<file path="src/rtl/pipe_ctrl_pkg.sv">
// Shared constants and types for the pipeline control unit.
package pipe_ctrl_pkg;

  localparam logic HoldEnable   = 1'b1;
  localparam logic HoldDisable  = 1'b0;
  localparam logic FlushEnable  = 1'b1;
  localparam logic FlushDisable = 1'b0;
  localparam logic [63:0] ZeroAddr = 64'h0;

  typedef enum logic [1:0] {
    JMP_NONE   = 2'd0,
    JMP_DIRECT = 2'd1,
    JMP_REPLAY = 2'd2
  } jump_sel_e;

endpackage

</file>
<file path="src/rtl/pipe_ctrl_if.sv">
// Request/response bundle between the EX stage, the stage registers and pipe_ctrl.
interface pipe_ctrl_if #(
  parameter int ADDR_W       = 32,
  parameter int NUM_STAGES   = 3,
  parameter int NUM_HOLD_SRC = 2,
  parameter int CNT_W        = 6
);
  logic                    jump_en_i;
  logic [ADDR_W-1:0]       jump_addr_i;
  logic [NUM_HOLD_SRC-1:0] hold_req_i;
  logic                    mc_start_i;
  logic [CNT_W-1:0]        mc_len_i;
  logic                    jump_en_o;
  logic [ADDR_W-1:0]       jump_addr_o;
  logic [NUM_STAGES-1:0]   stall_o;
  logic [NUM_STAGES-1:0]   flush_o;
  logic                    busy_o;

  modport master (
    output jump_en_i, jump_addr_i, hold_req_i, mc_start_i, mc_len_i,
    input  jump_en_o, jump_addr_o, stall_o, flush_o, busy_o
  );

  modport slave (
    input  jump_en_i, jump_addr_i, hold_req_i, mc_start_i, mc_len_i,
    output jump_en_o, jump_addr_o, stall_o, flush_o, busy_o
  );
endinterface

</file>
<file path="src/rtl/pipe_ctrl_hold_cnt.sv">
// Loadable down-counter timing multi-cycle holds; saturates at zero.
module hold_cnt #(
  parameter int CNT_W = 6
) (
  input  logic             clk,
  input  logic             rst,
  input  logic             i_load,
  input  logic [CNT_W-1:0] i_load_val,
  output logic [CNT_W-1:0] o_value,
  output logic             o_active
);

  logic [CNT_W-1:0] r_cnt;

  always_ff @(posedge clk or negedge rst) begin
    if (!rst) begin
      r_cnt <= '0;
    end else if (i_load) begin
      r_cnt <= i_load_val;
    end else if (r_cnt != '0) begin
      r_cnt <= r_cnt - CNT_W'(1);
    end
  end

  assign o_value  = r_cnt;
  assign o_active = (r_cnt != '0);

endmodule

</file>
<file path="src/rtl/pipe_ctrl.sv">
// Pipeline control: per-stage stall/flush from jumps, level holds and timed
// multi-cycle holds; jumps arriving during a hold are captured and replayed.
module pipe_ctrl
  import pipe_ctrl_pkg::*;
#(
  parameter int ADDR_W       = 32,
  parameter int NUM_STAGES   = 3,
  parameter int NUM_HOLD_SRC = 2,
  parameter int CNT_W        = 6
) (
  input logic         clk,
  input logic         rst,
  pipe_ctrl_if.slave  bus
);

  logic [NUM_HOLD_SRC-1:0] w_hold_req;
  logic [CNT_W-1:0]        w_cnt;
  logic                    w_mc_act;
  logic                    w_mc_req;
  logic                    w_mc_load;
  logic                    w_hold_now;
  logic                    w_jump;
  logic                    w_defer;
  jump_sel_e               w_sel;

  logic                    r_pend_vld;
  logic [ADDR_W-1:0]       r_pend_addr;

  assign w_hold_req = bus.hold_req_i;

  // A start coinciding with a jump is dropped; the jump wins.
  assign w_mc_req  = bus.mc_start_i && (bus.mc_len_i != '0) && !bus.jump_en_i;
  assign w_mc_load = w_mc_req && (w_cnt == '0) && (bus.mc_len_i > CNT_W'(1));

  hold_cnt #(
    .CNT_W (CNT_W)
  ) u_hold_cnt (
    .clk        (clk),
    .rst        (rst),
    .i_load     (w_mc_load),
    .i_load_val (bus.mc_len_i - CNT_W'(1)),
    .o_value    (w_cnt),
    .o_active   (w_mc_act)
  );

  assign w_hold_now = (|w_hold_req) || w_mc_act || w_mc_req;

  always_comb begin
    w_sel = JMP_NONE;
    if (!w_hold_now) begin
      if (r_pend_vld) begin
        w_sel = JMP_REPLAY;
      end else if (bus.jump_en_i) begin
        w_sel = JMP_DIRECT;
      end
    end
  end

  assign w_jump  = (w_sel != JMP_NONE);
  assign w_defer = bus.jump_en_i && w_hold_now && !r_pend_vld;

  always_ff @(posedge clk or negedge rst) begin
    if (!rst) begin
      r_pend_vld  <= 1'b0;
      r_pend_addr <= '0;
    end else if (w_sel == JMP_REPLAY) begin
      r_pend_vld  <= 1'b0;
    end else if (w_defer) begin
      r_pend_vld  <= 1'b1;
      r_pend_addr <= bus.jump_addr_i;
    end
  end

  // Outputs are forced quiet while reset is asserted, independent of inputs.
  assign bus.jump_en_o   = rst && w_jump;
  assign bus.jump_addr_o = !rst                ? ADDR_W'(ZeroAddr) :
                           (w_sel == JMP_REPLAY) ? r_pend_addr : bus.jump_addr_i;
  assign bus.busy_o      = rst && (w_mc_act || r_pend_vld);

  generate
    for (genvar gi = 0; gi < NUM_STAGES; gi++) begin : g_stage
      assign bus.stall_o[gi] = (rst && w_hold_now) ? HoldEnable : HoldDisable;
      if (gi == 0) begin : g_pc
        assign bus.flush_o[gi] = FlushDisable;
      end else begin : g_reg
        assign bus.flush_o[gi] = (rst && w_jump) ? FlushEnable : FlushDisable;
      end
    end
  endgenerate

endmodule

</file>
<file path="src/flat_wrapper.sv">
// flat-port wrapper written by rule: the top's interface ports become plain ports
module pipe_ctrl_flat import pipe_ctrl_pkg::*;
#(
  parameter int ADDR_W       = 32,
  parameter int NUM_STAGES   = 3,
  parameter int NUM_HOLD_SRC = 2,
  parameter int CNT_W        = 6
)
  (clk, rst, bus_jump_en_i, bus_jump_addr_i, bus_hold_req_i, bus_mc_start_i, bus_mc_len_i, bus_jump_en_o, bus_jump_addr_o, bus_stall_o, bus_flush_o, bus_busy_o);
  pipe_ctrl_if #(.ADDR_W(ADDR_W), .NUM_STAGES(NUM_STAGES), .NUM_HOLD_SRC(NUM_HOLD_SRC), .CNT_W(CNT_W)) bus_i ();
  input logic clk;
  input logic rst;
  input wire logic [$bits(bus_i.jump_en_i)-1:0] bus_jump_en_i;
  input wire logic [$bits(bus_i.jump_addr_i)-1:0] bus_jump_addr_i;
  input wire logic [$bits(bus_i.hold_req_i)-1:0] bus_hold_req_i;
  input wire logic [$bits(bus_i.mc_start_i)-1:0] bus_mc_start_i;
  input wire logic [$bits(bus_i.mc_len_i)-1:0] bus_mc_len_i;
  output wire logic [$bits(bus_i.jump_en_o)-1:0] bus_jump_en_o;
  output wire logic [$bits(bus_i.jump_addr_o)-1:0] bus_jump_addr_o;
  output wire logic [$bits(bus_i.stall_o)-1:0] bus_stall_o;
  output wire logic [$bits(bus_i.flush_o)-1:0] bus_flush_o;
  output wire logic [$bits(bus_i.busy_o)-1:0] bus_busy_o;
  assign bus_i.jump_en_i = bus_jump_en_i;
  assign bus_i.jump_addr_i = bus_jump_addr_i;
  assign bus_i.hold_req_i = bus_hold_req_i;
  assign bus_i.mc_start_i = bus_mc_start_i;
  assign bus_i.mc_len_i = bus_mc_len_i;
  assign bus_jump_en_o = bus_i.jump_en_o;
  assign bus_jump_addr_o = bus_i.jump_addr_o;
  assign bus_stall_o = bus_i.stall_o;
  assign bus_flush_o = bus_i.flush_o;
  assign bus_busy_o = bus_i.busy_o;
  pipe_ctrl #(.ADDR_W(ADDR_W), .NUM_STAGES(NUM_STAGES), .NUM_HOLD_SRC(NUM_HOLD_SRC), .CNT_W(CNT_W)) u_core (.clk(clk), .rst(rst), .bus(bus_i));
endmodule
</file>
<file path="config.mk">
export PLATFORM = sky130hd
export DESIGN_NAME = pipe_ctrl_flat
export DESIGN_NICKNAME = d
export VERILOG_FILES = /design/src/rtl/pipe_ctrl_pkg.sv /design/src/rtl/pipe_ctrl_if.sv /design/src/rtl/pipe_ctrl_hold_cnt.sv /design/src/rtl/pipe_ctrl.sv /design/src/flat_wrapper.sv
export SDC_FILE = /design/constraint.sdc
export NUM_CORES = 1
export LEC_CHECK = 0
export BUFFER_PORTS_ARGS = -buffer_cell sky130_fd_sc_hd__buf_2
export CAP_MARGIN = 15
export CORE_ASPECT_RATIO = 1.2
export CORE_MARGIN = 3
export CORE_UTILIZATION = 35
export DETAILED_ROUTE_END_ITERATION = 10
export PLACE_DENSITY_LB_ADDON = 0.3
export RECOVER_POWER = 50
export SYNTH_ARGS = -nofsm -noshare
export SYNTH_HDL_FRONTEND = slang
export SYNTH_SLANG_ARGS = --single-unit
</file>
<file path="constraint.sdc">
create_clock -name clk -period 2 [get_ports clk]
set_input_delay 0.2 -clock clk [delete_from_list [all_inputs] [get_ports clk]]
set_output_delay 0.2 -clock clk [all_outputs]
set_load 0.02 [all_outputs]
</file>
======== Word level (Yosys, flattened, before mapping) ========
Cells that the tools add are included.
word-level totals
  input port bits ......................... 44
  bits in registers ....................... 39
operators by class
  order comparisons ....................... 1
  multiplexer cells ....................... 11
  $add $sub $neg .......................... 2
  bitwise gates (word level) .............. 1
  reduce and logical (&&, ||, !) cells .... 22
  equality and inequality tests ........... 1
operators by type and width
  cell                                                           count
  2-to-1 mux 32 bit                                              2
  2-to-1 mux 6 bit                                               2
  nonzero test 6 bit                                             2
  subtractor 6 x 1 -> 6 bit, second input constant               2
  logical AND 1 bit                                              9
  greater-than comparator 6 x 1 -> 1 bit, second input constant  1
  zero test 6 bit                                                1
  nonzero test 2 bit                                             3
  2-to-1 mux 1 bit                                               5
  2-to-1 mux 2 bit                                               2
  logical OR 1 bit                                               3
  equality test 2 bit, second input constant                     1
  zero test 1 bit                                                2
  AND reduction 2 bit                                            1
  OR reduction 2 bit                                             1
  NOT 1 bit                                                      1

======== Depth between registers and ports, before layout ========
Gate-level depths: netlist of the first run.
  depth after elaboration ................. 8
  mapped depth ............................ 8

======== Modules after synthesis ========
From an unflattened synthesis of the first run, not the netlist that was laid out.
unflattened totals
  cell total of the unflattened synthesis .. 184
  area, all modules ....................... 2179.6 um2
by module, submodules not included
  module     area each (um2)  times used  sequential area each (um2)  cells each
  pipe_ctrl  1795.5           1           825.8                       144
  hold_cnt   384.1            1           150.1                       40

======== Least setup slack after synthesis of the first run ========
OpenSTA, ideal clock, no wires.
  path type ............................... register to output
  start point ............................. register u_core.u_hold_cnt.r_cnt[3] (netlist: u_core.u_hold_cnt.o_value[3])
  end point ............................... output port bus_jump_addr_o[10]
  cell stages (with the launch flop) ...... 8
  buffers on the path ..................... 3
  setup slack ............................. -0.073 ns
  arrival ................................. 1.873 ns
  required time ........................... 1.800 ns
  cells stage by stage .................... dfrtp_1 > nor4_2 > and2_1 > buf_6 > and4b_1 > buf_6 > buf_12 > mux2i_1
between the ends
  longest elaborated chain between the ends .. 7
ends and longest elaborated chain
  what                            RTL line                  RTL
  start, declared                 pipe_ctrl_hold_cnt.sv:13  logic [CNT_W-1:0] r_cnt;
  start signal, assigned          pipe_ctrl_hold_cnt.sv:19  r_cnt <= i_load_val;
  start signal, assigned          pipe_ctrl_hold_cnt.sv:21  r_cnt <= r_cnt - CNT_W'(1);
  nonzero test 6 bit              pipe_ctrl_hold_cnt.sv:26  assign o_active = (r_cnt != '0);
  logical OR 1 bit (2 in series)  pipe_ctrl.sv:46           assign w_hold_now = (|w_hold_req) || w_mc_act || w_mc_req;
  2-to-1 mux 2 bit                pipe_ctrl.sv:50           if (!w_hold_now) begin
  equality test 2 bit             pipe_ctrl.sv:77           (w_sel == JMP_REPLAY) ? r_pend_addr : bus.jump_addr_i;
  2-to-1 mux 32 bit               pipe_ctrl.sv:77
  2-to-1 mux 32 bit               pipe_ctrl.sv:76           assign bus.jump_addr_o = !rst ? ADDR_W'(ZeroAddr) :
  end, declared                   flat_wrapper.sv:19        output wire logic [$bits(bus_i.jump_addr_o)-1:0] bus_jump_addr_o;
No other way between the ends.

======== Worst setup path after layout of the first run ========
  start point ............................. register u_core.u_hold_cnt.r_cnt[3] (netlist: u_core.u_hold_cnt.o_value[3])
  end point ............................... output port bus_jump_addr_o[25]
The elaborated chain is that of the path after synthesis.

==> metrics.md, run 1 <==
| Metric | Value |
|---|---|
| Vias in the first global route | `1,789` |
| Total gr overflow | `0` |
| Post-route minimum period | `2.29 ns` |
| Clock Tree Root | `clkbuf_8` |
| Sw Ratio | `27.5%` |
| Largest net degree at the start of global routing | `107` |
| Synth Net Count | `288` |
| Max VDD drop | `0.274 mV` |
| Worst Clk Skew | `0.00598 ns` |
| P&R area growth vs syn | `34.6%` |
| Endpoints failing setup | `38` |
| Post-synth top area share | `39.9%` |
| Nets | `377` |
| Util after Layout | `49.8%` |
| DR vias | `1,970` |
| Hold Path Depth | `2` |
| RSZ-0062 raised after global routing | `true` |
| CP required | `1.80 ns` |
| Post-synthesis sequential area ratio | `39.9%` |
| Global Route Usage Sum | `12.4%` |
| PwrDens | `545 nW/um2` |
| Part of the power in registers | `50.8%` |
| Setup TNS Final | `-9.06 ns` |
| Internal power of the cells | `1.30 mW` |
| HPWL Detailed | `3.43 mm` |
| CTS Buffer Depth | `2` |
| Reg2reg end | `u_core.r_pend_addr[14]` |
| Synth Flop Type | `dfrtp_1` |
| Clock Latency Late Sink | `0.29 ns` |
| Vias per cell | `4.76` |
| Synth Register Bits | `39` |
| Pre-CTS setup slack | `-0.0755 ns` |
| Ys async rst share | `100%` |
| Final Hold Fails | `0` |
| Post-Syn Instances | `239` |
| H-tree depth | `2` |
| Routability Congestion | `0.765` |
| Yosys warnings | `0` |
| Filler cells | `648` |
| Achievable clock frequency | `436 MHz` |
| Io pins | `84` |
| PortBufs | `82` |
| Die height | `97.5 um` |
| EDFF count, synth | `0` |
| Commonest non-fill, non-tap cell in the layout | `nand2_1` |
| Static Leak | `1.49 nW` |
| CTS tree | `built` |
| Clk pwr share | `28.8%` |
| Final ANT Viol Nets | `0` |
| Top cells by area, synth | `dfrtp_1 (40%), mux2_2 (14%), mux2i_1 (14%)` |
| RR Startpoint | `u_core.u_hold_cnt.o_value[1]` |
| Drt first pass iters | `4` |
| Share of cells above drive strength 1 | `44.7%` |
| Most frequent cells in the layout | `nand2_1 (66), buf_4 (44), buf_2 (43)` |
| Worst setup margin | `-0.295 ns` |
| Max-Cap Viols | `0` |
| Hold Crit Class | `primary input to flip-flop` |
| Cts bufs inserted | `5` |
| CP Class | `flip-flop to primary output` |
| Critical Path AT | `2.09 ns` |
| Total power | `1.79 mW` |
| Worst setup EP type | `primary output` |
| First-pass GRT wire length | `7.86 mm` |
| Crit Path Max Fanout | `9` |
| Failing checks | `negative setup slack` |
| Drt wl/cell | `12.3 um` |
| # diodes | `0` |
| Post-route DRC | `0` |
| Starting Density | `37.0%` |
| Pins Over Slew Limit | `0` |
| Syn Std Cell Area | `2440 um2` |
| Fin crit share | `115%` |
| Hold Startpoint | `bus_mc_len_i[0]` |
| Rows | `32` |
| Core area | `6610 um2` |
| Initial antenna violation count | `0` |
| Comb pwr share | `20.4%` |
| DRT Wirelength | `5.10 mm` |
| Yosys cell types | `34` |
| Endpoint, Worst Hold | `u_core.u_hold_cnt.o_value[0]` |
| Worst-path clk slew | `0.07 ns` |
| Width of the die | `82.3 um` |
| Synth Area per Inst | `10.2 um2` |
| TritonCTS Sinks | `39` |
| R2r worst-path depth | `7` |
| Die area | `8020 um2` |
| Outcome | `finished, violations left` |
| NetSw | `0.492 mW` |
| Crit path launch type | `flip-flop` |
| Reg2Reg Setup Slack | `0.15 ns` |
| Largest area contributor in the netlist | `dfrtp_1` |
| Drt initial violations | `40` |
power groups by stage:
stage	registers (mW)	clock network (mW)	logic [mW]
floorplan	0.916	0	0.215
global placement	0.922	0	0.334
detailed placement	0.925	0	0.340
CTS	0.910	0.550	0.360
global route	0.921	0.574	0.408
finish	0.910	0.516	0.366
synthesized netlist by cell type, types with 3 or more instances:
library cell	instances
buf_12	3
buf_4	5
buf_6	5
clkbuf_1	6
dfrtp_1	39
ha_1	5
inv_1	4
mux2_2	31
mux2i_1	33
nand2_1	67
nor2_1	5
o22ai_1	4
xnor2_1	6
xor2_1	3
critical path, stage by stage (launching register included):
cell	delay [ns]
dfrtp_1	0.42
nor4_4	0.32
and2_4	0.19
and4b_4	0.33
clkbuf_16	0.20
mux2i_1	0.19
buf_4	0.16
how the worst max path moves through the flow:
stage / cells after the start / slack [ns] / end / from
6_report: 6 / -0.29 / bus_jump_addr_o[25] / u_core.u_hold_cnt.o_value[3]
4_1_cts: 6 / -0.26 / bus_jump_addr_o[5] / u_core.u_hold_cnt.o_value[3]
3_5_place_dp: 7 / -0.08 / bus_jump_addr_o[4] / bus_mc_len_i[2]
3_3_place_gp: 7 / -0.06 / bus_jump_addr_o[4] / bus_mc_len_i[2]
2_1_floorplan: 7 / -0.07 / bus_jump_addr_o[10] / u_core.u_hold_cnt.o_value[3]
5_1_grt: 6 / -0.41 / bus_jump_addr_o[25] / u_core.u_hold_cnt.o_value[3]
metal layers:
metal  GRT usage [%]  wire length, um  up-vias
li1                -                -      981
met1            15.1             2260      915
met2            20.9             2430       70
met3            2.88              368        4
met4            3.84               46        0
met5               0                0        -
logic make-up after synthesis:
family          count (synthesis)  synth area share, %
xor+xnor                        9                 3.23
other cells                     1                0.153
fa+ha+maj                       5                 2.56
simple gates                   86                 15.1
mux                            65                 28.3
compound gates                 10                 2.82
flops                          39                 39.9
buf+inv                        24                 7.99
flip-flops by register name, summed over array words and instances, names as in the netlist:
signal	count
u_core.r_pend_vld	1
u_core.u_hold_cnt.o_value	6
u_core.r_pend_addr	32
per-stage QoR:
stage | instance area, um2 | instances | hold WS [ns]
after CTS | 3150 | 409 | 0.119
after global routing | 3290 | 414 | 0.138
final | 3290 | 414 | 0.131
after global placement | 2950 | 399 | 0.257
after detailed placement | 2950 | 399 | 0.261
after floorplan | 2440 | 239 | -0.0956
final cells by class:
| type | count | area [um2] | area share (%) |
|---|---|---|---|
| Timing Repair Buffer | 102 | 777 | 23.6 |
| Clock inverter | 2 | 12.5 | 0.380 |
| Tap cell | 85 | 106 | 3.23 |
| Clock buffer | 6 | 72.6 | 2.21 |
| Sequential cell | 39 | 976 | 29.7 |
| Multi-Input combinational cell | 176 | 1330 | 40.4 |
| Inverter | 4 | 15.0 | 0.456 |
what timing repair did:
| item | in CTS | in global routing |
|---|---|---|
| pin swaps | 0 | 1 |
| hold buffers | 1 | 0 |
| gates cloned | 0 | 2 |
| gates resized for setup | 33 | 22 |
| setup endpoints to repair | 35 | 38 |
| buffers inserted | 1 | 4 |
| endpoints found under the hold margin | 39 | 0 |
Note: power is estimated with default switching activity, not from simulation.
==> inputs of run 2 (changes only) <==
SKIP_LAST_GASP = 1   (was default)
==> run 2 against run 1 <==
Core utilization grew 0.55 points. Critical path depth is the same. Highest routed layer unchanged. Largest cell class unchanged. The run still ends with negative setup slack left. Combinational power is essentially flat.
==> metrics.md, run 2 (synthesized netlist as in run 1, its figures left out) <==
| Metric | Value |
|---|---|
| Outcome | `finished, violations left` |
| Failing checks | `negative setup slack` |
| Pins Over Slew Limit | `0` |
| Crit-path cells | `nor4_4, and2_4, and4b_4, buf_12, mux2i_1, buf_4` |
| Die height | `97.5 um` |
| Width of the die | `82.3 um` |
| Share of cells above drive strength 1 | `45.0%` |
| Top reg by flops | `u_core.r_pend_addr` |
| Setup TNS Final | `-9.65 ns` |
| Clock Tree Root | `clkbuf_8` |
| Clock Latency Late Sink | `0.29 ns` |
| Final Hold Fails | `0` |
| Drt initial violations | `61` |
| Die area | `8020 um2` |
| DRT Wirelength | `5.20 mm` |
| Fin crit share | `116%` |
| CP max stage cell | `dfrtp_1` |
| Max VDD drop | `0.273 mV` |
| NetSw | `0.498 mW` |
| RR Startpoint | `u_core.u_hold_cnt.o_value[1]` |
| Routability Congestion | `0.765` |
| RSZ-0062 raised after global routing | `true` |
| Comb pwr share | `20.3%` |
| # diodes | `0` |
| Hold Startpoint | `bus_mc_len_i[0]` |
| CTS tree | `built` |
| CP required | `1.80 ns` |
| Worst-path clk slew | `0.07 ns` |
| Post-route minimum period | `2.33 ns` |
| Internal power of the cells | `1.30 mW` |
| Initial antenna violation count | `0` |
| Core area | `6610 um2` |
| Vias in the first global route | `1,774` |
| Total gr overflow | `0` |
| TritonCTS Sinks | `39` |
| Rows | `32` |
| Most frequent cells in the layout | `nand2_1 (66), buf_4 (44), buf_2 (43)` |
| Worst setup margin | `-0.327 ns` |
| Sw Ratio | `27.7%` |
| GRT met2 Usage | `20.6%` |
| Vias per cell | `4.69` |
| CP Class | `flip-flop to primary output` |
| Cts bufs inserted | `5` |
| Worst setup EP type | `primary output` |
| Part of the power in registers | `50.6%` |
| Clk pwr share | `29.0%` |
| Commonest non-fill, non-tap cell in the layout | `nand2_1` |
| GR met1 Demand/Resource | `15.1%` |
| PortBufs | `82` |
| Crit path launch type | `flip-flop` |
| Crit Path Max Fanout | `7` |
| Max incr delay on CP | `0.41 ns` |
| Reg2Reg Setup Slack | `0.15 ns` |
| Max FFs per register | `32` |
| Drt wl/cell | `12.5 um` |
| Gr busiest metal | `met2` |
| Filler cells | `649` |
| Drt first pass iters | `4` |
| Post-route DRC | `0` |
| Hold Crit Class | `primary input to flip-flop` |
| CTS Buffer Depth | `2` |
| HPWL Detailed | `3.43 mm` |
| GRT met3 Usage | `2.88%` |
| Endpoints failing setup | `38` |
| H-tree depth | `2` |
| Achievable clock frequency | `430 MHz` |
| Critical Path AT | `2.13 ns` |
| Max-Cap Viols | `0` |
| Hold Path Depth | `2` |
| Final ANT Viol Nets | `0` |
| R2r worst-path depth | `7` |
| Endpoint, Worst Hold | `u_core.u_hold_cnt.o_value[0]` |
| Reg2reg end | `u_core.r_pend_addr[14]` |
| Util after Layout | `50.3%` |
| Worst Clk Skew | `0.00815 ns` |
| P&R area growth vs syn | `36.1%` |
| Nets | `379` |
| Io pins | `84` |
| PwrDens | `540 nW/um2` |
| DR vias | `1,949` |
| Starting Density | `37.0%` |
| Largest net degree at the start of global routing | `107` |
| First-pass GRT wire length | `7.78 mm` |
| Static Leak | `1.51 nW` |
| Global Route Usage Sum | `12.2%` |
run 2: cell types whose count changed in the layout (fill, tap and decap cells not counted), sizes merged:
cell and delta:
buf +1, clkbuf +1
run 2: worst max-delay path by stage:
stage / start / endpoint / cells after the start
after detailed placement: bus_mc_len_i[2] / bus_jump_addr_o[4] / 7
final: u_core.u_hold_cnt.o_value[5] / bus_jump_addr_o[4] / 6
after global routing: u_core.u_hold_cnt.o_value[5] / bus_jump_addr_o[19] / 6
after global placement: bus_mc_len_i[2] / bus_jump_addr_o[4] / 7
after floorplan: u_core.u_hold_cnt.o_value[3] / bus_jump_addr_o[10] / 7
after CTS: u_core.u_hold_cnt.o_value[3] / bus_jump_addr_o[5] / 6
run 2: area by class of cell:
type	count	area [um2]	share of cell area, %
Sequential cell	39	976	29.3
Clock buffer	6	72.6	2.18
Multi-Input combinational cell	176	1330	40.0
Inverter	4	15.0	0.451
Clock inverter	2	12.5	0.376
Tap cell	85	106	3.20
Timing Repair Buffer	104	813	24.5
run 2: power by group through the flow:
stage / logic [mW] / clock network (mW) / registers (mW)
2_1_floorplan: 0.215 / 0 / 0.916
3_3_place_gp: 0.334 / 0 / 0.922
3_5_place_dp: 0.340 / 0 / 0.925
4_1_cts: 0.347 / 0.550 / 0.910
5_1_grt: 0.408 / 0.579 / 0.921
6_report: 0.366 / 0.522 / 0.910
run 2: layer usage:
metal,part of all wire [%],vias up,routed length [um]
li1,-,983,-
met1,45,905,2350
met2,48,59,2490
met3,6.3,2,329
met4,0.56,0,29
met5,0,-,0
run 2: what timing repair did:
| action | CTS | global route |
|---|---|---|
| hold endpoints to repair | 39 | 0 |
| pin swaps | 0 | 2 |
| cloned | 0 | 4 |
| resized for setup | 11 | 44 |
| hold buffers | 1 | 0 |
| setup buffers | 1 | 4 |
| setup endpoints to repair | 35 | 38 |
run 2: worst max-delay path, delay by kind of cell (launching register included):
kind / cells / cell delay (ns)
DFF: 1 / 0.41
and+or+nand+nor: 3 / 0.86
muxes: 1 / 0.22
buffers and inverters: 2 / 0.34
run 2: stage by stage:
step	hold slack, ns	setup WS [ns]	cells	total power, mW	cell area [um2]
after floorplan	-0.0956	-0.0729	239	1.13	2440
after detailed placement	0.261	-0.0755	399	1.27	2950
after CTS	0.119	-0.264	409	1.81	3090
after global placement	0.257	-0.0591	399	1.26	2950
final	0.133	-0.327	416	1.80	3330
after global routing	0.133	-0.415	416	1.91	3330
